`src/rtl/ir_decoder.sv`:
```
// NEC-style IR frame receiver: measures mark/space widths and rebuilds the 32-bit LSB-first frame.
// Optional: define IR_DECODER_INV_CHECK_EN to require data[31:24] == ~data[23:16] before committing.
module ir_decoder #(
  parameter int CLK_FREQ = 25000000
) (
  input  logic        clk,
  input  logic        rst,
  input  logic        ir_input,
  output logic [31:0] data,
  output logic        valid,
  input  logic        ready,
  output logic        frame_err,
  output logic        overflow
);

  typedef enum logic [2:0] {
    IDLE, LEAD_MARK, LEAD_SPACE, BIT_MARK, BIT_SPACE, TRAIL
  } state_t;

  // Windows scale straight from CLK_FREQ so that sub-MHz clocks still resolve.
  function automatic logic [19:0] us_to_cyc(input longint us);
    return 20'(longint'(CLK_FREQ) * us / 64'sd1000000);
  endfunction

  function automatic logic in_win(input logic [19:0] v, input logic [19:0] lo,
                                  input logic [19:0] hi);
    return (v >= lo) && (v <= hi);
  endfunction

  localparam logic [19:0] LEAD_MARK_MIN  = us_to_cyc(8000);
  localparam logic [19:0] LEAD_MARK_MAX  = us_to_cyc(10000);
  localparam logic [19:0] LEAD_SPACE_MIN = us_to_cyc(3500);
  localparam logic [19:0] LEAD_SPACE_MAX = us_to_cyc(5500);
  localparam logic [19:0] SHORT_MIN      = us_to_cyc(300);
  localparam logic [19:0] SHORT_MAX      = us_to_cyc(800);
  localparam logic [19:0] ONE_MIN        = us_to_cyc(1300);
  localparam logic [19:0] ONE_MAX        = us_to_cyc(2000);
  localparam logic [19:0] TIMEOUT        = us_to_cyc(11000);

  state_t      state, state_next;
  logic        sync1, sync2, sync3;
  logic        rise, fall;
  logic [19:0] cnt;
  logic [31:0] shift;
  logic [4:0]  idx;
  logic        err_now, bit_wr, bit_val, last_bit, check_ok;
  logic [31:0] frame_word;

  always_ff @(posedge clk or negedge rst) begin
    if (!rst) begin
      sync1 <= 1'b0;
      sync2 <= 1'b0;
      sync3 <= 1'b0;
    end else begin
      sync1 <= ir_input;
      sync2 <= sync1;
      sync3 <= sync2;
    end
  end

  assign rise = sync2 & ~sync3;
  assign fall = ~sync2 & sync3;

  always_ff @(posedge clk or negedge rst) begin
    if (!rst)
      cnt <= '0;
    else if (rise || fall)
      cnt <= '0;
    else if (cnt != '1)
      cnt <= cnt + 20'd1;
  end

  always_ff @(posedge clk or negedge rst) begin
    if (!rst)
      state <= IDLE;
    else
      state <= state_next;
  end

  always_comb begin
    state_next = state;
    err_now    = 1'b0;
    bit_wr     = 1'b0;
    bit_val    = 1'b0;
    last_bit   = 1'b0;
    if (state != IDLE && cnt > TIMEOUT) begin
      err_now = 1'b1;
    end else begin
      case (state)
        IDLE:       if (rise) state_next = LEAD_MARK;
        LEAD_MARK:  if (fall) begin
                      if (in_win(cnt, LEAD_MARK_MIN, LEAD_MARK_MAX)) state_next = LEAD_SPACE;
                      else err_now = 1'b1;
                    end
        // Repeat codes have a short leader space; they fall out as errors here.
        LEAD_SPACE: if (rise) begin
                      if (in_win(cnt, LEAD_SPACE_MIN, LEAD_SPACE_MAX)) state_next = BIT_MARK;
                      else err_now = 1'b1;
                    end else if (cnt > LEAD_SPACE_MAX) begin
                      err_now = 1'b1;
                    end
        BIT_MARK:   if (fall) begin
                      if (in_win(cnt, SHORT_MIN, SHORT_MAX)) state_next = BIT_SPACE;
                      else err_now = 1'b1;
                    end
        BIT_SPACE:  if (rise) begin
                      if (in_win(cnt, SHORT_MIN, SHORT_MAX)) begin
                        bit_wr = 1'b1;
                      end else if (in_win(cnt, ONE_MIN, ONE_MAX)) begin
                        bit_wr  = 1'b1;
                        bit_val = 1'b1;
                      end else begin
                        err_now = 1'b1;
                      end
                      if (bit_wr) begin
                        last_bit   = (idx == 5'd31);
                        state_next = last_bit ? TRAIL : BIT_MARK;
                      end
                    end
        TRAIL:      if (fall) state_next = IDLE;
        default:    state_next = IDLE;
      endcase
    end
    if (err_now) state_next = IDLE;
  end

  assign frame_word = {bit_val, shift[30:0]};

`ifdef IR_DECODER_INV_CHECK_EN
  assign check_ok = (frame_word[31:24] == ~frame_word[23:16]);
`else
  assign check_ok = 1'b1;
`endif

  always_ff @(posedge clk or negedge rst) begin
    if (!rst) begin
      shift     <= '0;
      idx       <= '0;
      data      <= '0;
      valid     <= 1'b0;
      frame_err <= 1'b0;
      overflow  <= 1'b0;
    end else begin
      frame_err <= err_now | (last_bit & ~check_ok);
      overflow  <= last_bit & check_ok & valid;
      if (state == IDLE) begin
        shift <= '0;
        idx   <= '0;
      end else if (bit_wr) begin
        shift[idx] <= bit_val;
        idx        <= idx + 5'd1;
      end
      if (valid && ready)
        valid <= 1'b0;
      // A frame arriving while the previous one is still held is dropped.
      if (last_bit && check_ok && !valid) begin
        data  <= frame_word;
        valid <= 1'b1;
      end
    end
  end

endmodule

```
`config.mk`:
```
export PLATFORM = sky130hd
export DESIGN_NAME = ir_decoder
export DESIGN_NICKNAME = d
export VERILOG_FILES = /design/src/rtl/ir_decoder.sv
export SDC_FILE = /design/constraint.sdc
export NUM_CORES = 1
export LEC_CHECK = 0
export BUFFER_PORTS_ARGS = -buffer_cell sky130_fd_sc_hd__clkbuf_2
export CORE_MARGIN = 5
export CORE_UTILIZATION = 35
export DETAILED_ROUTE_END_ITERATION = 10
export SLEW_MARGIN = 5
export SYNTH_ARGS = -nofsm -noshare
export SYNTH_HDL_FRONTEND = slang
export SYNTH_SLANG_ARGS = --single-unit
```
`constraint.sdc`:
```
create_clock -name clk -period 3.55 [get_ports clk]
set_input_delay 0.71 -clock clk [delete_from_list [all_inputs] [get_ports clk]]
set_output_delay 0.71 -clock clk [all_outputs]
set_load 0.03 [all_outputs]
```
==> results.cfg <==
[worst_setup_path]
cpMaxStageDelayCell = or4_1
worstSetupPathType = flop to flop
cp-start-kind = flop
cp.arrival_ns = 3.04
critPathCaptureType = flop
ff2ff_path_depth = 8
critPathBufInv = 1
timing.rr.end = shift[26]
critPathMaxStageDelay_ns = 0.61
r2r_slack_ns = 0.73
cp-endpoint = shift[26]
path_delay_family = compound AO/OA/AOI/OAI gates
cp_max_fo = 40
reg2reg_from = cnt[1]
critPathLaunch = cnt[1]
cp.depth = 8
crit_path_cell_trace = or4_1, o211a_1, o21ai_1, o211ai_2, a211oi_4, buf_4, nand3_1, mux2i_1
worstPathRequired_ns = 3.77

[pwr]
switching_share_pct = 25.4
p_per_area_nw_per_um2 = 438
clockPowerShare_pct = 43.3
ir_drop_mv = 0.190
leakage_nw = 2.75
p_int_mw = 1.83
combPwrFrac_pct = 9.5
power_frac_seq_pct = 47.2
switchingPower_mw = 0.624

[place]
place_hpwl_um = 7340
gp_congestion = 0.919
preCtsSetupSlack_ns = 0.753
portBuffers = 38

[global_route]
overflow = 0
grt_max_degree = 41
track_usage_pct = 13.4
antenna_found_initial = 0
grt_pass1_wl_um = 18000
grt_pass1_vias = 3540

[job]
drv_cap = 0

[yosys]
seq_area_frac_synth_pct = 48.8
synth_top_area_cell = dfrtp_1
synthTopCellsByArea = dfrtp_1, mux2i_1, mux2_1
synth-main-ff-cell = dfrtp_1
synth_edf_count = 0
ys_warn_count = 0
syn-num-nets = 510
syn_avg_cell_area_um2 = 10.0
syn_inst = 497
synth_cell_types = 52
synthDominantCellAreaShare_pct = 48.8
synthArstFlopShare_pct = 100
synth-seq-cells = 97
synthesis.area_um2 = 4980

[clock_network]
clk_pin_slew_worst_paths_ns = 0.07
cts.hold.buffers_added = 0
clock_path_buffers = 2
insertion_delay_ns = 0.35
cts_tree = yes
cts-resized-gates = 0
root_buffer = clkbuf_16
postCtsSetupBuffers = 0
cts_buffers = 9
cts_sinks = 97
cts.htree.levels = 3

[detailed_routing]
wl_met1_um = 4960
wl_met2_um = 5000
first_pass_iters = 4
wire_per_inst_um = 15.2
via_count = 3631
drc = 0
vias_per_cell = 5.22
dr_wl_met3_um = 468
top_layer = met4
final_antenna_net_count = 0
drt-total-wl_um = 10600
first_iter_violations = 265

[die]
rows = 43
die_h_um = 129
core_um2 = 13900
die_area_um2 = 16700
start_util_pct = 35.7
chipWidth_um = 129
ios = 39

[worst_hold_path]
min_path_type = input port to asynchronous set/reset pin

[final_layout]
utilization_pct = 40.2
syn_to_final_growth_pct = 12.5
final_nets = 525
n_antenna_cell = 0
layout-drive-gt1-share_pct = 13.6

[sta]
tightest_slew_ns = 0.852
tns_ns = 0
fin_hold_ws_ns = 0.323
finalCritPeriodShare_pct = 79.6
skew_ns = 0.00733
hold_violations = 0
setup_viol = 0
relSlewSlack_pct = 42.4
min_period_ns = 2.82
fmax_mhz = 354
fin_ws_ns = 0.726
grt_setup_unrepaired = no
drv_slew = 0

[outcome]
status = finished clean
## power groups by stage
stage                     combinational, mW  sequential [mW]  clock, mW
after floorplan                       0.179             1.16          0
after detailed placement              0.236             1.18          0
final                                 0.232             1.16       1.06
after CTS                             0.235             1.16       1.10
after global placement                0.231             1.18          0
after global routing                  0.265             1.16       1.15
## cell usage in the layout, fill, tap and decap left out, drive strengths merged, types with 3 or more instances in the layout
master,synthesis,final
a211oi,4,4
a21oi,13,13
and2,4,4
and3,7,7
buf,15,9
clkbuf,27,47
dfrtp,97,97
ha,9,9
inv,13,15
mux2,31,31
mux2i,34,34
nand2,64,64
nand3,41,41
nand3b,3,3
nand4,8,8
nor2,33,33
nor2b,6,6
nor3,9,9
nor3b,4,4
nor4,7,7
o21ai,11,11
o31a,3,3
or3,6,6
xnor2,8,8
xor2,10,10
## flip-flops by register name (all words and copies together), names as in the netlist, 3 cells and up
register and cells:
data 32, shift 31, cnt 20, idx 5
state 3
## kinds of logic after synthesis
group,count (synthesis),share of synthesized area (%)
XOR/XNOR,18,3.17
AO/OA/AOI/OAI,49,7.01
adder cells (fa/ha/maj),9,2.26
AND/OR/NAND/NOR,204,20.3
flip-flops,97,48.8
multiplexers,65,13.8
buffers and inverters,55,4.62
## worst min path at each step
stage,start,endpoint,slack (ns),depth (start not counted)
2_1_floorplan,sync1,sync2,0.33,0
3_3_place_gp,sync1,sync2,0.35,0
3_5_place_dp,sync1,sync2,0.34,0
4_1_cts,rst,cnt[3],0.33,1
5_1_grt,rst,cnt[3],0.36,1
6_report,rst,cnt[3],0.32,1
## cells in the mapped netlist (4+ instances only)
| master | instances |
|---|---|
| nand2_1 | 64 |
| and2_1 | 4 |
| nor2_1 | 33 |
| nand3_1 | 40 |
| nor2b_1 | 6 |
| buf_2 | 10 |
| ha_1 | 9 |
| nor3_1 | 9 |
| clkbuf_1 | 27 |
| mux2i_1 | 34 |
| nand4_1 | 8 |
| o21ai_0 | 9 |
| nor4_1 | 6 |
| or3_1 | 6 |
| xnor2_1 | 8 |
| and3_1 | 7 |
| mux2_1 | 28 |
| dfrtp_1 | 97 |
| inv_1 | 13 |
| a21oi_1 | 13 |
| xor2_1 | 10 |
| nor3b_1 | 4 |
## cell type report
class,instances,area (µm²)
clock buffers,10,239
clock inverters,5,87.6
fillers,1366,8330
inverters,13,48.8
multi-input cells,345,2320
flip-flops and latches,97,2430
well taps,180,225
repair buffers,46,253
## layer usage
layer / up-vias / GRT usage (%)
li1: 1759 / -
met1: 1788 / 19.1
met2: 72 / 20.3
met3: 12 / 3.13
met4: 0 / 4.39
met5: - / 0
## worst reg2reg max path: cells and delay by family, from the launching register on
| family | cells | cell delay (ns) |
|---|---|---|
| buf+inv | 1 | 0.39 |
| simple gates | 2 | 0.84 |
| mux | 1 | 0.16 |
| compound gates | 4 | 0.91 |
| flops | 1 | 0.42 |
## metrics by stage
step | area, µm² | power [mW] | cells
CTS | 5600 | 2.49 | 696
floorplan | 4980 | 1.34 | 497
global placement | 5280 | 1.41 | 681
global route | 5600 | 2.57 | 696
detailed placement | 5280 | 1.41 | 681
finish | 5600 | 2.45 | 696
Note: power is estimated with default switching activity, not from simulation.
